**config.mk**
```make
export PLATFORM = sky130hd
export DESIGN_NAME = mem_req_ctrl_flat
export DESIGN_NICKNAME = d
export VERILOG_FILES = /design/src/rtl/mem_req_pkg.sv /design/src/rtl/mem_req_ctrl_if.sv /design/src/rtl/mem_load_extend.sv /design/src/rtl/mem_req_ctrl.sv /design/src/flat_wrapper.sv
export SDC_FILE = /design/constraint.sdc
export NUM_CORES = 1
export LEC_CHECK = 0
export ABC_AREA = 1
export BUFFER_PORTS_ARGS = -buffer_cell sky130_fd_sc_hd__buf_2
export CAP_MARGIN = 20
export CORE_AREA = 3 3 113 115
export DETAILED_ROUTE_END_ITERATION = 12
export DIE_AREA = 0 0 116 118
export GPL_ROUTABILITY_DRIVEN = 0
export HOLD_SLACK_MARGIN = 0.06
export PLACE_DENSITY_LB_ADDON = 0.05
export SYNTH_ARGS = -nofsm -noshare
export SYNTH_HDL_FRONTEND = slang
export SYNTH_SLANG_ARGS = --single-unit
```
**constraint.sdc**
```tcl
create_clock -name clk -period 3.1 [get_ports clk]
set_input_delay 0.465 -clock clk [delete_from_list [all_inputs] [get_ports clk]]
set_output_delay 0.465 -clock clk [all_outputs]
set_load 0.05 [all_outputs]
```
**src/rtl/mem_req_pkg.sv**
```systemverilog
// rtl/mem_req_pkg.sv - shared types, defaults and request-check helpers for mem_req_ctrl
package mem_req_pkg;

  localparam int TIMEOUT_CYCLES_DEFAULT = 64;

  typedef enum logic [2:0] {
    F3_LB  = 3'b000,
    F3_LH  = 3'b001,
    F3_LW  = 3'b010,
    F3_LBU = 3'b100,
    F3_LHU = 3'b101
  } load_f3_e;

  typedef enum logic [2:0] {
    F3_SB = 3'b000,
    F3_SH = 3'b001,
    F3_SW = 3'b010
  } store_f3_e;

  typedef enum logic [1:0] {
    ST_IDLE  = 2'd0,
    ST_READ  = 2'd1,
    ST_WRITE = 2'd2,
    ST_RESP  = 2'd3
  } state_e;

  // funct3[1:0] is the access size (byte/half/word) for both loads and stores
  function automatic logic req_bad(input logic write, input logic [2:0] funct3,
                                   input logic [1:0] offset);
    logic illegal;
    logic misaligned;
    if (write)
      illegal = (funct3 > F3_SW);
    else
      illegal = (funct3 == 3'b011) || (funct3[2:1] == 2'b11);
    misaligned = ((funct3[1:0] == 2'b01) && offset[0]) ||
                 ((funct3[1:0] == 2'b10) && (offset != 2'b00));
    return illegal || misaligned;
  endfunction

  function automatic logic [3:0] byte_enable(input logic [1:0] size, input logic [1:0] offset);
    case (size)
      2'b00:   return 4'b0001 << offset;
      2'b01:   return 4'b0011 << offset;
      default: return 4'b1111;
    endcase
  endfunction

endpackage

```
**src/rtl/mem_req_ctrl_if.sv**
```systemverilog
// rtl/mem_req_ctrl_if.sv - datapath request/response and memory strobe bundle
interface mem_req_ctrl_if;
  logic        req_valid;
  logic        req_ready;
  logic        req_write;
  logic [2:0]  req_funct3;
  logic [31:0] req_addr;
  logic [31:0] req_wdata;
  logic        rsp_valid;
  logic [31:0] rsp_rdata;
  logic        rsp_err;
  logic        mem_read;
  logic        mem_write;
  logic [31:0] mem_address;
  logic [31:0] mem_wdata;
  logic [3:0]  mem_byte_enable;
  logic [31:0] mem_rdata;
  logic        mem_resp;

  modport master (
    input  req_valid, req_write, req_funct3, req_addr, req_wdata, mem_rdata, mem_resp,
    output req_ready, rsp_valid, rsp_rdata, rsp_err,
    output mem_read, mem_write, mem_address, mem_wdata, mem_byte_enable
  );

  modport slave (
    output req_valid, req_write, req_funct3, req_addr, req_wdata, mem_rdata, mem_resp,
    input  req_ready, rsp_valid, rsp_rdata, rsp_err,
    input  mem_read, mem_write, mem_address, mem_wdata, mem_byte_enable
  );
endinterface

```
**src/rtl/mem_load_extend.sv**
```systemverilog
// rtl/mem_load_extend.sv - aligns a memory word to the load offset and sign/zero-extends it
module mem_load_extend
  import mem_req_pkg::*;
(
  input  logic [31:0] rdata,
  input  logic [1:0]  offset,
  input  logic [2:0]  funct3,
  output logic [31:0] data
);

  logic [31:0] shifted;

  assign shifted = rdata >> {offset, 3'b000};

  always_comb begin
    data = '0;
    case (load_f3_e'(funct3))
      F3_LB:   data = {{24{shifted[7]}}, shifted[7:0]};
      F3_LH:   data = {{16{shifted[15]}}, shifted[15:0]};
      F3_LW:   data = shifted;
      F3_LBU:  data = {24'd0, shifted[7:0]};
      F3_LHU:  data = {16'd0, shifted[15:0]};
      default: data = '0;
    endcase
  end

endmodule

```
**src/rtl/mem_req_ctrl.sv**
```systemverilog
// rtl/mem_req_ctrl.sv - RV32I load/store to strobe-memory controller; MEM_TIMEOUT_EN enables access abort
module mem_req_ctrl
  import mem_req_pkg::*;
#(
  parameter int TIMEOUT_CYCLES = TIMEOUT_CYCLES_DEFAULT
) (
  input  logic          clk,
  input  logic          rst_n,
  mem_req_ctrl_if.master bus
);

  localparam logic [1:0] IDLE  = ST_IDLE;
  localparam logic [1:0] READ  = ST_READ;
  localparam logic [1:0] WRITE = ST_WRITE;
  localparam logic [1:0] RESP  = ST_RESP;

  if (TIMEOUT_CYCLES < 1) begin : g_timeout_range
    $error("TIMEOUT_CYCLES must be at least 1");
  end

  logic [1:0]  state;
  logic        lat_write;
  logic [2:0]  lat_funct3;
  logic [1:0]  lat_offset;
  logic [31:0] ext_data;

`ifdef MEM_TIMEOUT_EN
  localparam int CNT_W = $clog2(TIMEOUT_CYCLES + 1);
  logic [CNT_W-1:0] cnt;
`endif

  mem_load_extend u_load_extend (
    .rdata  (bus.mem_rdata),
    .offset (lat_offset),
    .funct3 (lat_funct3),
    .data   (ext_data)
  );

  assign bus.req_ready = (state == IDLE);

  always_ff @(posedge clk) begin
    if (!rst_n) begin
      state               <= IDLE;
      lat_write           <= 1'b0;
      lat_funct3          <= 3'd0;
      lat_offset          <= 2'd0;
      bus.mem_read        <= 1'b0;
      bus.mem_write       <= 1'b0;
      bus.mem_address     <= '0;
      bus.mem_wdata       <= '0;
      bus.mem_byte_enable <= '0;
      bus.rsp_valid       <= 1'b0;
      bus.rsp_rdata       <= '0;
      bus.rsp_err         <= 1'b0;
`ifdef MEM_TIMEOUT_EN
      cnt                 <= '0;
`endif
    end else begin
      bus.rsp_valid <= 1'b0;
      case (state)
        IDLE: begin
          if (bus.req_valid) begin
            lat_write  <= bus.req_write;
            lat_funct3 <= bus.req_funct3;
            lat_offset <= bus.req_addr[1:0];
            if (req_bad(bus.req_write, bus.req_funct3, bus.req_addr[1:0])) begin
              // rejected requests never touch memory
              state         <= RESP;
              bus.rsp_valid <= 1'b1;
              bus.rsp_err   <= 1'b1;
              bus.rsp_rdata <= '0;
            end else begin
              bus.mem_address     <= {bus.req_addr[31:2], 2'b00};
              bus.mem_byte_enable <= byte_enable(bus.req_funct3[1:0], bus.req_addr[1:0]);
              bus.mem_wdata       <= bus.req_wdata << {bus.req_addr[1:0], 3'b000};
              bus.mem_read        <= !bus.req_write;
              bus.mem_write       <= bus.req_write;
              state               <= bus.req_write ? WRITE : READ;
`ifdef MEM_TIMEOUT_EN
              cnt                 <= '0;
`endif
            end
          end
        end
        READ, WRITE: begin
          if (bus.mem_resp) begin
            bus.mem_read  <= 1'b0;
            bus.mem_write <= 1'b0;
            bus.rsp_valid <= 1'b1;
            bus.rsp_err   <= 1'b0;
            bus.rsp_rdata <= lat_write ? 32'd0 : ext_data;
            state         <= RESP;
          end
`ifdef MEM_TIMEOUT_EN
          else if (cnt == CNT_W'(TIMEOUT_CYCLES - 1)) begin
            bus.mem_read  <= 1'b0;
            bus.mem_write <= 1'b0;
            bus.rsp_valid <= 1'b1;
            bus.rsp_err   <= 1'b1;
            bus.rsp_rdata <= '0;
            state         <= RESP;
          end else begin
            cnt <= cnt + CNT_W'(1);
          end
`endif
        end
        RESP:    state <= IDLE;
        default: state <= IDLE;
      endcase
    end
  end

endmodule

```
**src/flat_wrapper.sv**
```systemverilog
// flat-port wrapper written by rule: the top's interface ports become plain ports
module mem_req_ctrl_flat import mem_req_pkg::*;
#(
  parameter int TIMEOUT_CYCLES = TIMEOUT_CYCLES_DEFAULT
)
  (clk, rst_n, bus_req_valid, bus_req_write, bus_req_funct3, bus_req_addr, bus_req_wdata, bus_mem_rdata, bus_mem_resp, bus_req_ready, bus_rsp_valid, bus_rsp_rdata, bus_rsp_err, bus_mem_read, bus_mem_write, bus_mem_address, bus_mem_wdata, bus_mem_byte_enable);
  mem_req_ctrl_if bus_i ();
  input  logic clk;
  input  logic rst_n;
  input wire logic [$bits(bus_i.req_valid)-1:0] bus_req_valid;
  input wire logic [$bits(bus_i.req_write)-1:0] bus_req_write;
  input wire logic [$bits(bus_i.req_funct3)-1:0] bus_req_funct3;
  input wire logic [$bits(bus_i.req_addr)-1:0] bus_req_addr;
  input wire logic [$bits(bus_i.req_wdata)-1:0] bus_req_wdata;
  input wire logic [$bits(bus_i.mem_rdata)-1:0] bus_mem_rdata;
  input wire logic [$bits(bus_i.mem_resp)-1:0] bus_mem_resp;
  output wire logic [$bits(bus_i.req_ready)-1:0] bus_req_ready;
  output wire logic [$bits(bus_i.rsp_valid)-1:0] bus_rsp_valid;
  output wire logic [$bits(bus_i.rsp_rdata)-1:0] bus_rsp_rdata;
  output wire logic [$bits(bus_i.rsp_err)-1:0] bus_rsp_err;
  output wire logic [$bits(bus_i.mem_read)-1:0] bus_mem_read;
  output wire logic [$bits(bus_i.mem_write)-1:0] bus_mem_write;
  output wire logic [$bits(bus_i.mem_address)-1:0] bus_mem_address;
  output wire logic [$bits(bus_i.mem_wdata)-1:0] bus_mem_wdata;
  output wire logic [$bits(bus_i.mem_byte_enable)-1:0] bus_mem_byte_enable;
  assign bus_i.req_valid = bus_req_valid;
  assign bus_i.req_write = bus_req_write;
  assign bus_i.req_funct3 = bus_req_funct3;
  assign bus_i.req_addr = bus_req_addr;
  assign bus_i.req_wdata = bus_req_wdata;
  assign bus_i.mem_rdata = bus_mem_rdata;
  assign bus_i.mem_resp = bus_mem_resp;
  assign bus_req_ready = bus_i.req_ready;
  assign bus_rsp_valid = bus_i.rsp_valid;
  assign bus_rsp_rdata = bus_i.rsp_rdata;
  assign bus_rsp_err = bus_i.rsp_err;
  assign bus_mem_read = bus_i.mem_read;
  assign bus_mem_write = bus_i.mem_write;
  assign bus_mem_address = bus_i.mem_address;
  assign bus_mem_wdata = bus_i.mem_wdata;
  assign bus_mem_byte_enable = bus_i.mem_byte_enable;
  mem_req_ctrl #(.TIMEOUT_CYCLES(TIMEOUT_CYCLES)) u_core (.clk(clk), .rst_n(rst_n), .bus(bus_i));
endmodule
```
# After elaboration in Yosys (flattened, before gate mapping)
# Cells that the tools add are included.
# totals
out_inout_bits	105
ff_bits	110
elab_cells	80
# classes
n_reduce_logical	17
eq_ne	15
n_lt_le_gt_ge	1
bitwise_logic	1
shift	4
muxes	30
# ops
operator	n
32-bit one-hot mux with 5 select lines	1
32-bit 2-to-1 mux	4
32-bit one-hot mux with 2 select lines	1
32-bit by 5-bit << shifter with 32-bit output	1
32-bit by 5-bit right shift with 32-bit output	1
1-bit 2-to-1 mux	14
2-bit equality test, second input constant	4
2-bit 2-to-1 mux	4
1-bit one-hot mux with 2 select lines	4
4-bit one-hot mux with 2 select lines	1
4-bit AND reduction	2
3-bit by 2-bit equality test with 1-bit output, second input constant	2
3-bit equality test, second input constant	2
2-bit inequality test, second input constant	3
2-bit one-hot mux with 3 select lines	1
2-bit by 1-bit equality test with 1-bit output, second input constant	2
2-bit logical NOT	2
2-bit AND reduction	2
2-bit nonzero test	2
1-bit by 2-bit << shifter with 4-bit output, first input constant	1
2-bit by 2-bit << shifter with 4-bit output, first input constant	1
3-bit by 1-bit equality test with 1-bit output, second input constant	1
3-bit by 2-bit > comparator with 1-bit output, second input constant	1
3-bit logical NOT	1
other kinds (7)	10

# Longest topological paths before layout
# Gate-level depths: netlist (run 1).
# logic_depth
word_depth	10
mapped_depth	11

# Modules after synthesis
# Synthesis (run 1) repeated with hierarchy kept, for this count alone.
# hier_totals
hier_cells	961
area_unflattened_um2	6047.0
# modules_own_cells
module	n_inst	cells_per_inst	area_each_um2
mem_req_ctrl	1	769	5042.3
mem_load_extend	1	192	1004.7

# Worst setup path after synthesis (run 1)
# Ideal clock, no wire load.
# synth_timing
kind	register to register
start	register u_core.state[0]
end	register u_core.bus.rsp_rdata[31]
required_ns	2.972
arrival_time_ns	1.883
synth_period_minus_slack_ns	2.010
slack_ns	1.090
stages_incl_launch_ff	11
setup_time_ns	0.128
path_buffers	2
cell_sequence	dfxtp_1 inv_1 ha_1 inv_1 o22ai_2 nor2_1 buf_4 clkbuf_1 a21boi_1 nor2_1 nor2_1
# synth_via
elab_cells_between_ends	10
cone_classes	5 x eq/ne; 1 x mux; 4 x reduce/logical
# synth_lines
item	line_no	rtl
start: declaration	mem_req_ctrl.sv:21	logic [1:0] state;
start signal: assignment	mem_req_ctrl.sv:78	state <= bus.req_write ? WRITE : READ;
2-bit logical NOT *	--	
named net bus_req_ready	flat_wrapper.sv:17	output wire logic [$bits(bus_i.req_ready)-1:0] bus_req_ready;
2-bit by 1-bit inequality test with 1-bit output (no source line) (tied with other cells)	--	
4-bit AND reduction (no source line)	--	
end signal: assignment	mem_req_ctrl.sv:91	bus.rsp_rdata <= lat_write ? 32'd0 : ext_data;
end: declaration	mem_req_ctrl_if.sv:22	output req_ready, rsp_valid, rsp_rdata, rsp_err,
# Mark *: on every way through the listed nets, which the timed path passes. The rest lies on a longest branch.
# A chain may end at the register's enable or synchronous reset.

# Worst setup path after layout (run 1)
# layout_timing
start	register u_core.state[0]
end	register u_core.bus.rsp_rdata[25]
# layout_via
elab_chain_len	4
elab_cells_between_ends	10
cone_classes	5 x eq/ne; 1 x mux; 4 x reduce/logical
# layout_lines
item	line_no	rtl
2-bit by 1-bit equality test with 1-bit output / 2-bit equality test (equally long branches)	mem_req_ctrl.sv:60	case (state)
2-bit OR reduction	mem_req_ctrl.sv:60	
2-bit inequality test (no source line) / 2-bit nonzero test (equally long branches)	--	
4-bit AND reduction (no source line)	--	
# Parallel ways exist; a longest one is shown, timed or not.

==> flow_summary.toml, run 1 <==
[critical_path]
path_class = "register to register"
critPathRequiredTime_ns = 3.39
cp_max_fo = 16
end_kind = "register"
critPathLaunchType = "register"
crit_arrival_ns = 2.44

[timing]
max_slew_margin_pct = 51.0
fin_tns_setup_ns = 0
post-route-period-util_pct = 69.4
hold_viol_final = 0
setup-violations-final = 0
rsz0062_at_grt = "false"
min_period_ns = 2.15
worst_pin_slew_ns = 0.734
maxSlewViolCount = 0
clock_skew_ns = 0.00545
max_freq_ghz = 0.465

[global_routing]
grt-ovfl-total = 0
grtUsageTotal_pct = 23.9
grt_pass1_wl_um = 26600
grt_start_max_net_pins = 50
grt_pass1_vias = 5529
antenna_found_initial = 0

[floorplan]
die_area_um2 = 13700
core_area_um2 = 11900
die_width_um = 116
start_util_pct = 46.4
die_y_um = 118
rows = 40
boundaryPins = 209

[drt]
postRouteAntennaNets = 0
avgViaCountPerCell = 5.18
vias = 6024
firstDrtPassIters = 5
first_iter_violations = 392
wire_per_inst_um = 14.2
wirelength_um = 16600
drcViolationCount = 0

[yosys]
ys_warn_count = 0
synth_enable_flop_cells = 0
ys.flop_type = "dfxtp_1"
synth_area_per_cell_um2 = 6.57
yosysUniqueCellTypes = 33
yosysSeqAreaShare_pct = 39.8
synthCells = 842
syn_area_um2 = 5530
synthArstFlopShare_pct = 0
ys_ff_latch = 110

[finish]
syn_to_final_growth_pct = 24.4
fillCellCount = 1304
register_area_um2 = 2200
multiInputGateArea_um2 = 2900
antenna_cells = 0
nNetsFinal = 1117
drive_gt1_share_pct = 25.1
layout_common_cells = "258 x nand2_1, 206 x buf_2, 125 x nor2_1"
final_common_cell = "nand2_1"
instances_no_fill = 1162

[place]
io_buffers = 206
dpl.cell_count = 1147
dpl.hpwl_um = 11800

[cts]
numCtsBuffers = 9
clkLatencyLatePin_ns = 0.35
cts_tree = "done"
cts_root_buf = "clkbuf_16"
clkSinkCount = 110
cts_buffer_depth = 2
postCtsSetupBuffers = 0
clkTransAtPathRegs_ns = 0.07
ctsHtreeMaxLevel = 3
holdBufCountCts = 0
ctsResizeCount = 0

[power]
power.density_nw_per_um2 = 807
ir_worst_vdd_mv = 0.497
p_leak_nw = 3.35

[worst_hold_path]
hold_path_class = "primary input to register"

[run]
max_cap_viol_count = 0

[run_status]
status = "finished, final reports clean"
## state kept, by name (all words and copies together), names as in the netlist
register,cells
u_core.bus.mem_byte_enable,4
u_core.bus.mem_write,1
u_core.lat_funct3,3
u_core.state,2
u_core.bus.mem_wdata,32
u_core.lat_offset,2
u_core.bus.mem_address,30
u_core.bus.rsp_valid,1
u_core.lat_write,1
u_core.bus.rsp_err,1
u_core.bus.rsp_rdata,32
u_core.bus.mem_read,1
## per-stage QoR
| stage | utilization (%) | total power, mW | hold slack, ns | area [um^2] | setup slack (ns) |
|---|---|---|---|---|---|
| finish | 57.8 | 5.55 | 0.347 | 6880 | 0.950 |
| CTS | 57.8 | 5.59 | 0.339 | 6880 | 0.949 |
| global placement | 55.1 | 4.34 | 0.450 | 6570 | 0.964 |
| floorplan | - | 3.74 | 0.479 | 5540 | 1.09 |
| global route | 57.8 | 5.90 | 0.349 | 6880 | 0.768 |
| detailed placement | 55.1 | 4.35 | 0.454 | 6570 | 0.952 |
## synth_stat cells, types with 2 or more instances
cell type	count	area [um^2]
buf_1	5	18.8
nand3_2	3	30.0
buf_2	19	95.1
clkbuf_1	28	105
nor3_1	7	35.0
nand2_1	258	968
a21oi_1	84	420
or2_2	2	12.5
inv_1	28	105
nand3_1	33	165
buf_4	5	37.5
nor2_1	126	473
a21boi_0	4	30.0
a31oi_1	5	31.3
nor2_4	3	33.8
o21ai_0	65	325
a21boi_1	12	90.1
buf_6	5	56.3
inv_2	5	18.8
o32ai_1	6	52.6
nor2_2	2	12.5
nand4_1	16	100
ha_1	2	25.0
dfxtp_1	110	2200
## routing by layer
| layer | vias to the layer above | wire length, um | track usage (%) |
|---|---|---|---|
| li1 | 3067 | - | - |
| met1 | 2733 | 7150 | 30.9 |
| met2 | 199 | 8020 | 39.1 |
| met3 | 25 | 1050 | 5.76 |
| met4 | 0 | 321 | 7.69 |
| met5 | - | 0 | 0 |
## kinds of logic after synthesis
logic type,count (synthesis),synth area share [%]
adder cells (fa/ha/maj),2,0.452
AND/OR/NAND/NOR,454,34.0
flip-flops,110,39.8
buffers and inverters,96,7.96
multiplexers,1,0.181
AO/OA/AOI/OAI,178,17.5
other,1,0.0678
## where the power goes
group	switching, mW	internal (mW)
sequential	0.135	1.63
clock	0.528	0.704
combinational	1.88	0.678
total	2.54	3.01
## path summary, 6_finish.rpt
kind / startpoint / to / slack, ns / cells past startpoint
setup / recovery: u_core.state[0] / u_core.bus.rsp_rdata[25] / 0.95 / 9
hold / removal: bus_req_addr[16] / u_core.bus.mem_address[16] / 0.35 / 3
hold reg to reg: u_core.bus.mem_address[28] / u_core.bus.mem_address[28] / 0.46 / 2
setup reg to reg: u_core.state[0] / u_core.bus.rsp_rdata[25] / 0.95 / 9
## worst max-delay path, stage by stage (launching register included)
cell	delay, ns
dfxtp_1	0.37
inv_1	0.06
ha_1	0.33
inv_2	0.14
o22ai_2	0.11
nor2_2	0.37
nand3_2	0.36
nor2_1	0.21
nor2_1	0.05
nor2_1	0.07
## layout make-up
cell class / instances / area share, %
Clock inverter: 6 / 1.26
Tap cell: 147 / 2.67
Multi-Input combinational cell: 637 / 42.2
Timing Repair Buffer: 219 / 16.8
Sequential cell: 110 / 32.0
Clock buffer: 9 / 3.27
Inverter: 34 / 1.86
(Power assumes the default switching activity.)
==> inputs of run 2 (changes only) <==
- ABC_AREA: 1 -> 0
- CORE_AREA: 3 3 113 115 -> 3 3 109 111
- DIE_AREA: 0 0 116 118 -> 0 0 112 114
- clock period: 3.1 -> 2.05 ns (I/O delays scaled with it)
==> run 2 against run 1 <==
Synthesized area shrank 7.8%. Non-clock buffer count is 11 higher. Combinational power up 15%. Critical path depth down 1. Synthesized cell count decreased by 33%. Critical path type unchanged. Critical endpoint is now u_core.bus.rsp_rdata[29]. Largest cell class unchanged. Largest power group unchanged.
==> flow_summary.toml, run 2 <==
[run_status]
status = "finished, final reports clean"

[critical_path]
critPathRequiredTime_ns = 2.30
crit_arrival_ns = 2.22
cp_cell_sequence = "inv_1 > ha_2 > or2_2 > o211ai_1 > a21oi_4 > nor2b_2 > buf_12 > a221o_1"
crit_start = "u_core.state[0]"
end_kind = "register"
r2r-start = "u_core.state[0]"
critical-path-max-stage-delay_ns = 0.36
r2r_slack_ns = 0.09
critPathSlowestCell = "dfxtp_2"
critPathLaunchType = "register"
path_class = "register to register"
rr_worst_depth = 8
cp_max_fo = 32
worstReg2RegEnd = "u_core.bus.rsp_rdata[29]"

[yosys]
synthTopCellsByCount = "110 x dfxtp_1, 102 x nand2_1, 41 x a21boi_0"
synth_area_per_cell_um2 = 9.10
yosysUniqueCellTypes = 47
synth_top_area_share_pct = 43.2
syn_area_um2 = 5100
ys.flop_type = "dfxtp_1"
yosysSeqAreaShare_pct = 43.2
synthArstFlopShare_pct = 0
yosys.area.top_type = "dfxtp_1"
synthCells = 560
ys_warn_count = 0
yosysMostFrequentCell = "dfxtp_1"
ys_ff_latch = 110
synth_enable_flop_cells = 0
synthTopCellsByArea = "dfxtp_1 43%, nand2_1 7.5%, mux2i_1 6.7%, a21boi_0 6.0%, nor2b_1 3.6%"

[cts]
cts_buffer_depth = 2
cts_tree = "done"
cts_root_buf = "clkbuf_8"
clkLatencyLatePin_ns = 0.36
clkTransAtPathRegs_ns = 0.11
holdBufCountCts = 0
numCtsBuffers = 9
clkSinkCount = 110
ctsHtreeMaxLevel = 3

[drt]
wirelength_um = 14300
wire_per_inst_um = 15.9
drcViolationCount = 0
postRouteAntennaNets = 0
avgViaCountPerCell = 5.30
vias = 4767
firstDrtPassIters = 4
first_iter_violations = 272

[floorplan]
core_area_um2 = 10900
boundaryPins = 209
rows = 38
die_width_um = 112
die_y_um = 114
start_util_pct = 46.8
die_area_um2 = 12800

[finish]
reg_top3 = "u_core.bus.mem_wdata: 32 flops, u_core.bus.rsp_rdata: 32 flops, u_core.bus.mem_address: 30 flops"
nNetsFinal = 861
syn_to_final_growth_pct = 28.0
fillCellCount = 1003
layout_common_cells = "206 x buf_2, 108 x dfxtp_1, 102 x nand2_1"
drive_gt1_share_pct = 36.2
final_common_cell = "buf_2"
antenna_cells = 0
post-route-util_pct = 59.9

[global_routing]
grt_pass1_vias = 4472
grt_pass1_wl_um = 22500
antenna_found_initial = 0
grt-ovfl-total = 0
grt_start_max_net_pins = 71
grtUsageTotal_pct = 21.5

[worst_hold_path]
hold_path_depth = 3
worst_hold_startpoint = "bus_req_addr[18]"
min_to = "u_core.bus.mem_address[18]"
hold_path_class = "primary input to register"

[timing]
hold_viol_final = 0
maxSlewViolCount = 0
max_slew_margin_pct = 63.1
post-route-period-util_pct = 95.7
max_freq_ghz = 0.510
fin_ws_ns = 0.0879
worst_pin_slew_ns = 0.552
holdWs_ns = 0.167
setup-violations-final = 0
min_period_ns = 1.96
clock_skew_ns = 0.00887

[power]
p_leak_nw = 2.96
power.density_nw_per_um2 = 1060
ir_worst_vdd_mv = 0.563

[run]
max_cap_viol_count = 0

[place]
dpl.hpwl_um = 10800
dp_slack_ns = 0.0277
io_buffers = 206
[run 2: cell count changes in the layout (fill, tap and decap cells not counted), sizes merged, moves of 15 or more]
cell / before / now
nor2: 131 / 18
nand3: 37 / 10
o21ai: 66 / 15
mux2i: 1 / 34
a221o: 0 / 15
a21boi: 16 / 44
nand2: 259 / 102
inv: 34 / 7
nand4: 16 / 0
o2bb2ai: 0 / 16
a211oi: 0 / 16
nor2b: 0 / 29
a21oi: 84 / 33
[run 2: critical path, delay by kind of cell (launching register included)]
| kind | cells | cell delay [ns] |
|---|---|---|
| buffers and inverters | 2 | 0.21 |
| AO/OA/AOI/OAI | 3 | 0.72 |
| flip-flops | 1 | 0.36 |
| AND/OR/NAND/NOR | 2 | 0.19 |
| adder cells (fa/ha/maj) | 1 | 0.36 |
[run 2: how the worst max path moves through the flow]
stage | to | cells past startpoint | slack (ns)
after CTS | u_core.bus.rsp_rdata[29] | 8 | 0.007
after detailed placement | u_core.bus.rsp_rdata[27] | 8 | 0.03
after floorplan | u_core.bus.rsp_rdata[28] | 9 | 0.01
final | u_core.bus.rsp_rdata[29] | 8 | 0.09
after global placement | u_core.bus.rsp_rdata[24] | 8 | 0.13
after global routing | u_core.bus.rsp_rdata[31] | 8 | -0.02
[run 2: cells by family after synthesis]
group,count (synthesis),share of synthesized area (%)
flip-flops,110,43.2
other,1,0.0735
AO/OA/AOI/OAI,169,25.2
AND/OR/NAND/NOR,183,16.9
buffers and inverters,52,5.55
adder cells (fa/ha/maj),2,0.491
multiplexers,43,8.66
[run 2: power breakdown]
part / switching [mW] / internal, mW / leakage [nW]
logic: 1.99 / 0.960 / 1.97
clock network: 0.751 / 0.570 / 0.0960
registers: 0.194 / 2.44 / 0.894
total: 2.94 / 3.97 / 2.96
[run 2: routing by layer]
layer	GRT usage [%]	wire length [um]	vias to the layer above
li1	-	-	2388
met1	26.9	5970	2193
met2	36.3	6840	173
met3	6.74	1310	13
met4	5.45	168	0
met5	0	0	-
[run 2: stage by stage]
step | instance area, um^2 | TNS (ns) | power, mW | instances
CTS | 6460 | 0 | 6.81 | 895
detailed placement | 6270 | 0 | 5.51 | 879
global route | 6520 | -0.0785 | 7.29 | 900
global placement | 6270 | 0 | 5.46 | 879
finish | 6520 | 0 | 6.91 | 900
floorplan | 5100 | 0 | 4.79 | 561
[run 2: area by class of cell]
type	instances	area, um^2	area share, %
Tap cell	140	175	2.69
Clock buffer	9	124	1.90
Multi-Input combinational cell	399	2660	40.7
Sequential cell	110	2200	33.8
Inverter	5	18.8	0.288
Timing Repair Buffer	230	1270	19.5
Clock inverter	7	72.6	1.11
[run 2: repair_timing]
item / in CTS / in global routing
buffers inserted: 0 / 5
gates resized for setup: 0 / 5
endpoints found under the setup margin: 0 / 32
==> inputs of run 3 (changes only) <==
- CORE_AREA: 3 3 109 111 -> 4 4 110 112
- DIE_AREA: 0 0 112 114 -> 0 0 114 116
==> run 3 against run 2 <==
Combinational power about the same. Largest cell class unchanged. Via count decreased by 0.73%. Critical path type unchanged. Final area increased by 0.58%. Highest routed layer is now met5. Sequential power about the same. Clock skew decreased by 0.0016 ns. Register-to-register slack improved by 0.02 ns. Final cell count decreased by 0.44%. First-iteration DRC count decreased by 2.9%. Wire length increased by 0.34%.
==> flow_summary.toml, run 3 (synthesized netlist as in run 2, its figures left out) <==
[global_routing]
grt_pass1_wl_um = 22200
antenna_found_initial = 1
grtUsageTotal_pct = 20.6
grt_start_max_net_pins = 73
grt_pass1_vias = 4483
grt-ovfl-total = 0

[cts]
cts_root_buf = "clkbuf_16"
cts_tree = "done"
clkSinkCount = 110
ctsHtreeMaxLevel = 3
clkTransAtPathRegs_ns = 0.08
cts_buffer_depth = 2
numCtsBuffers = 9
holdBufCountCts = 0
clkLatencyLatePin_ns = 0.34

[finish]
reg_top3 = "u_core.bus.mem_wdata: 32 flops, u_core.bus.rsp_rdata: 32 flops, u_core.bus.mem_address: 30 flops"
finalInstanceArea_um2 = 6560
drive_gt1_share_pct = 35.5
nNetsFinal = 854
antenna_cells = 0
final_common_cell = "buf_2"
syn_to_final_growth_pct = 28.7
fillCellCount = 1075
layout_common_cells = "206 x buf_2, 110 x dfxtp_1, 102 x nand2_1"

[timing]
min_period_ns = 1.95
maxSlewViolCount = 0
rsz0062_at_grt = "false"
post-route-period-util_pct = 94.9
fin_tns_setup_ns = 0
fin_ws_ns = 0.104
hold_viol_final = 0
setup-violations-final = 0
clock_skew_ns = 0.00730
max_freq_ghz = 0.514
max_slew_margin_pct = 56.4
worst_pin_slew_ns = 0.653

[critical_path]
cp_cell_sequence = "inv_1 > ha_4 > or2_2 > o211ai_1 > a21oi_4 > nor2b_2 > buf_12 > a221o_1"
cp_top_family = "compound AO/OA/AOI/OAI gates"
rr_worst_depth = 8
path_class = "register to register"
crit_arrival_ns = 2.17
end_kind = "register"
critPathRequiredTime_ns = 2.28
cp_max_fo = 32
crit_buf_inv = 2
critPathLaunchType = "register"
critPathSlowestCell = "dfxtp_1"
r2r-start = "u_core.state[0]"
crit_start = "u_core.state[0]"
cp_num_cells = 8
critical-path-max-stage-delay_ns = 0.36

[worst_hold_path]
hold_path_class = "primary input to register"
hold_path_depth = 3
worst_hold_startpoint = "bus_req_addr[19]"

[floorplan]
die_width_um = 114
die_area_um2 = 13200
die_y_um = 116
rows = 39
boundaryPins = 209
core_area_um2 = 11200
start_util_pct = 45.4

[drt]
vias = 4732
firstDrtPassIters = 4
wire_per_inst_um = 16.0
postRouteAntennaNets = 0
wirelength_um = 14300
first_iter_violations = 264
drcViolationCount = 0
avgViaCountPerCell = 5.28

[place]
dpl.hpwl_um = 10500
dp_slack_ns = 0.0175
io_buffers = 206
dpl_cell_area_um2 = 6220

[power]
p_leak_nw = 2.97
power.density_nw_per_um2 = 1100
power_mw = 7.23
ir_worst_vdd_mv = 0.654

[run]
max_cap_viol_count = 0

[run_status]
status = "finished, final reports clean"
## run 3: cell count changes in the layout (fill, tap and decap cells not counted), sizes merged
cell,previous run,this run
clkbuf,9,10
buf,230,223
inv,7,6
bufinv,1,0
clkinv,2,3
## run 3: metal layers
| metal | global-route usage (%) | up-vias | wire length (um) |
|---|---|---|---|
| li1 | - | 2369 | - |
| met1 | 27.0 | 2190 | 6370 |
| met2 | 33.3 | 154 | 6560 |
| met3 | 5.69 | 17 | 1240 |
| met4 | 5.94 | 2 | 169 |
| met5 | 0 | - | 7 |
## run 3: worst reg2reg max path, stage by stage (launching register included)
cell and delay, ns:
dfxtp_1 0.36, inv_1 0.08, ha_4 0.30, or2_2 0.11
o211ai_1 0.18, a21oi_4 0.20, nor2b_2 0.07, buf_12 0.16
a221o_1 0.37
## run 3: final timing paths
kind,end,slack [ns]
setup reg to reg,u_core.bus.rsp_rdata[18],0.10
hold reg to reg,u_core.bus.mem_address[19],0.45
setup / recovery,u_core.bus.rsp_rdata[18],0.10
hold / removal,u_core.bus.mem_address[19],0.20
## run 3: layout make-up
cell class                      count  area (um^2)  area share, %
Tap cell                          143          179           2.73
Sequential cell                   110         2200           33.6
Clock buffer                       10          239           3.64
Timing Repair Buffer              223         1210           18.4
Inverter                            5         18.8          0.286
Clock inverter                      6         46.3          0.706
Multi-Input combinational cell    399         2670           40.7
## run 3: power breakdown
group          internal [mW]  leakage (nW)  total [mW]  switching, mW
clock network          0.865         0.135        1.67          0.804
logic                  0.930          1.94        2.92           1.99
registers               2.44         0.893        2.63          0.193
total                   4.24          2.97        7.23           2.99
## run 3: timing repair
item | in CTS | in global routing
gates resized for setup | 1 | 4
setup endpoints to repair | 6 | 32
setup buffers | 0 | 3
## run 3: per-stage QoR
step / cells / util, % / hold WS [ns]
6_report: 896 / 58.5 / 0.203
3_5_place_dp: 877 / 55.4 / 0.446
3_3_place_gp: 877 / 55.4 / 0.439
4_1_cts: 893 / 58.0 / 0.198
2_1_floorplan: 561 / - / 0.442
5_1_grt: 896 / 58.5 / 0.211
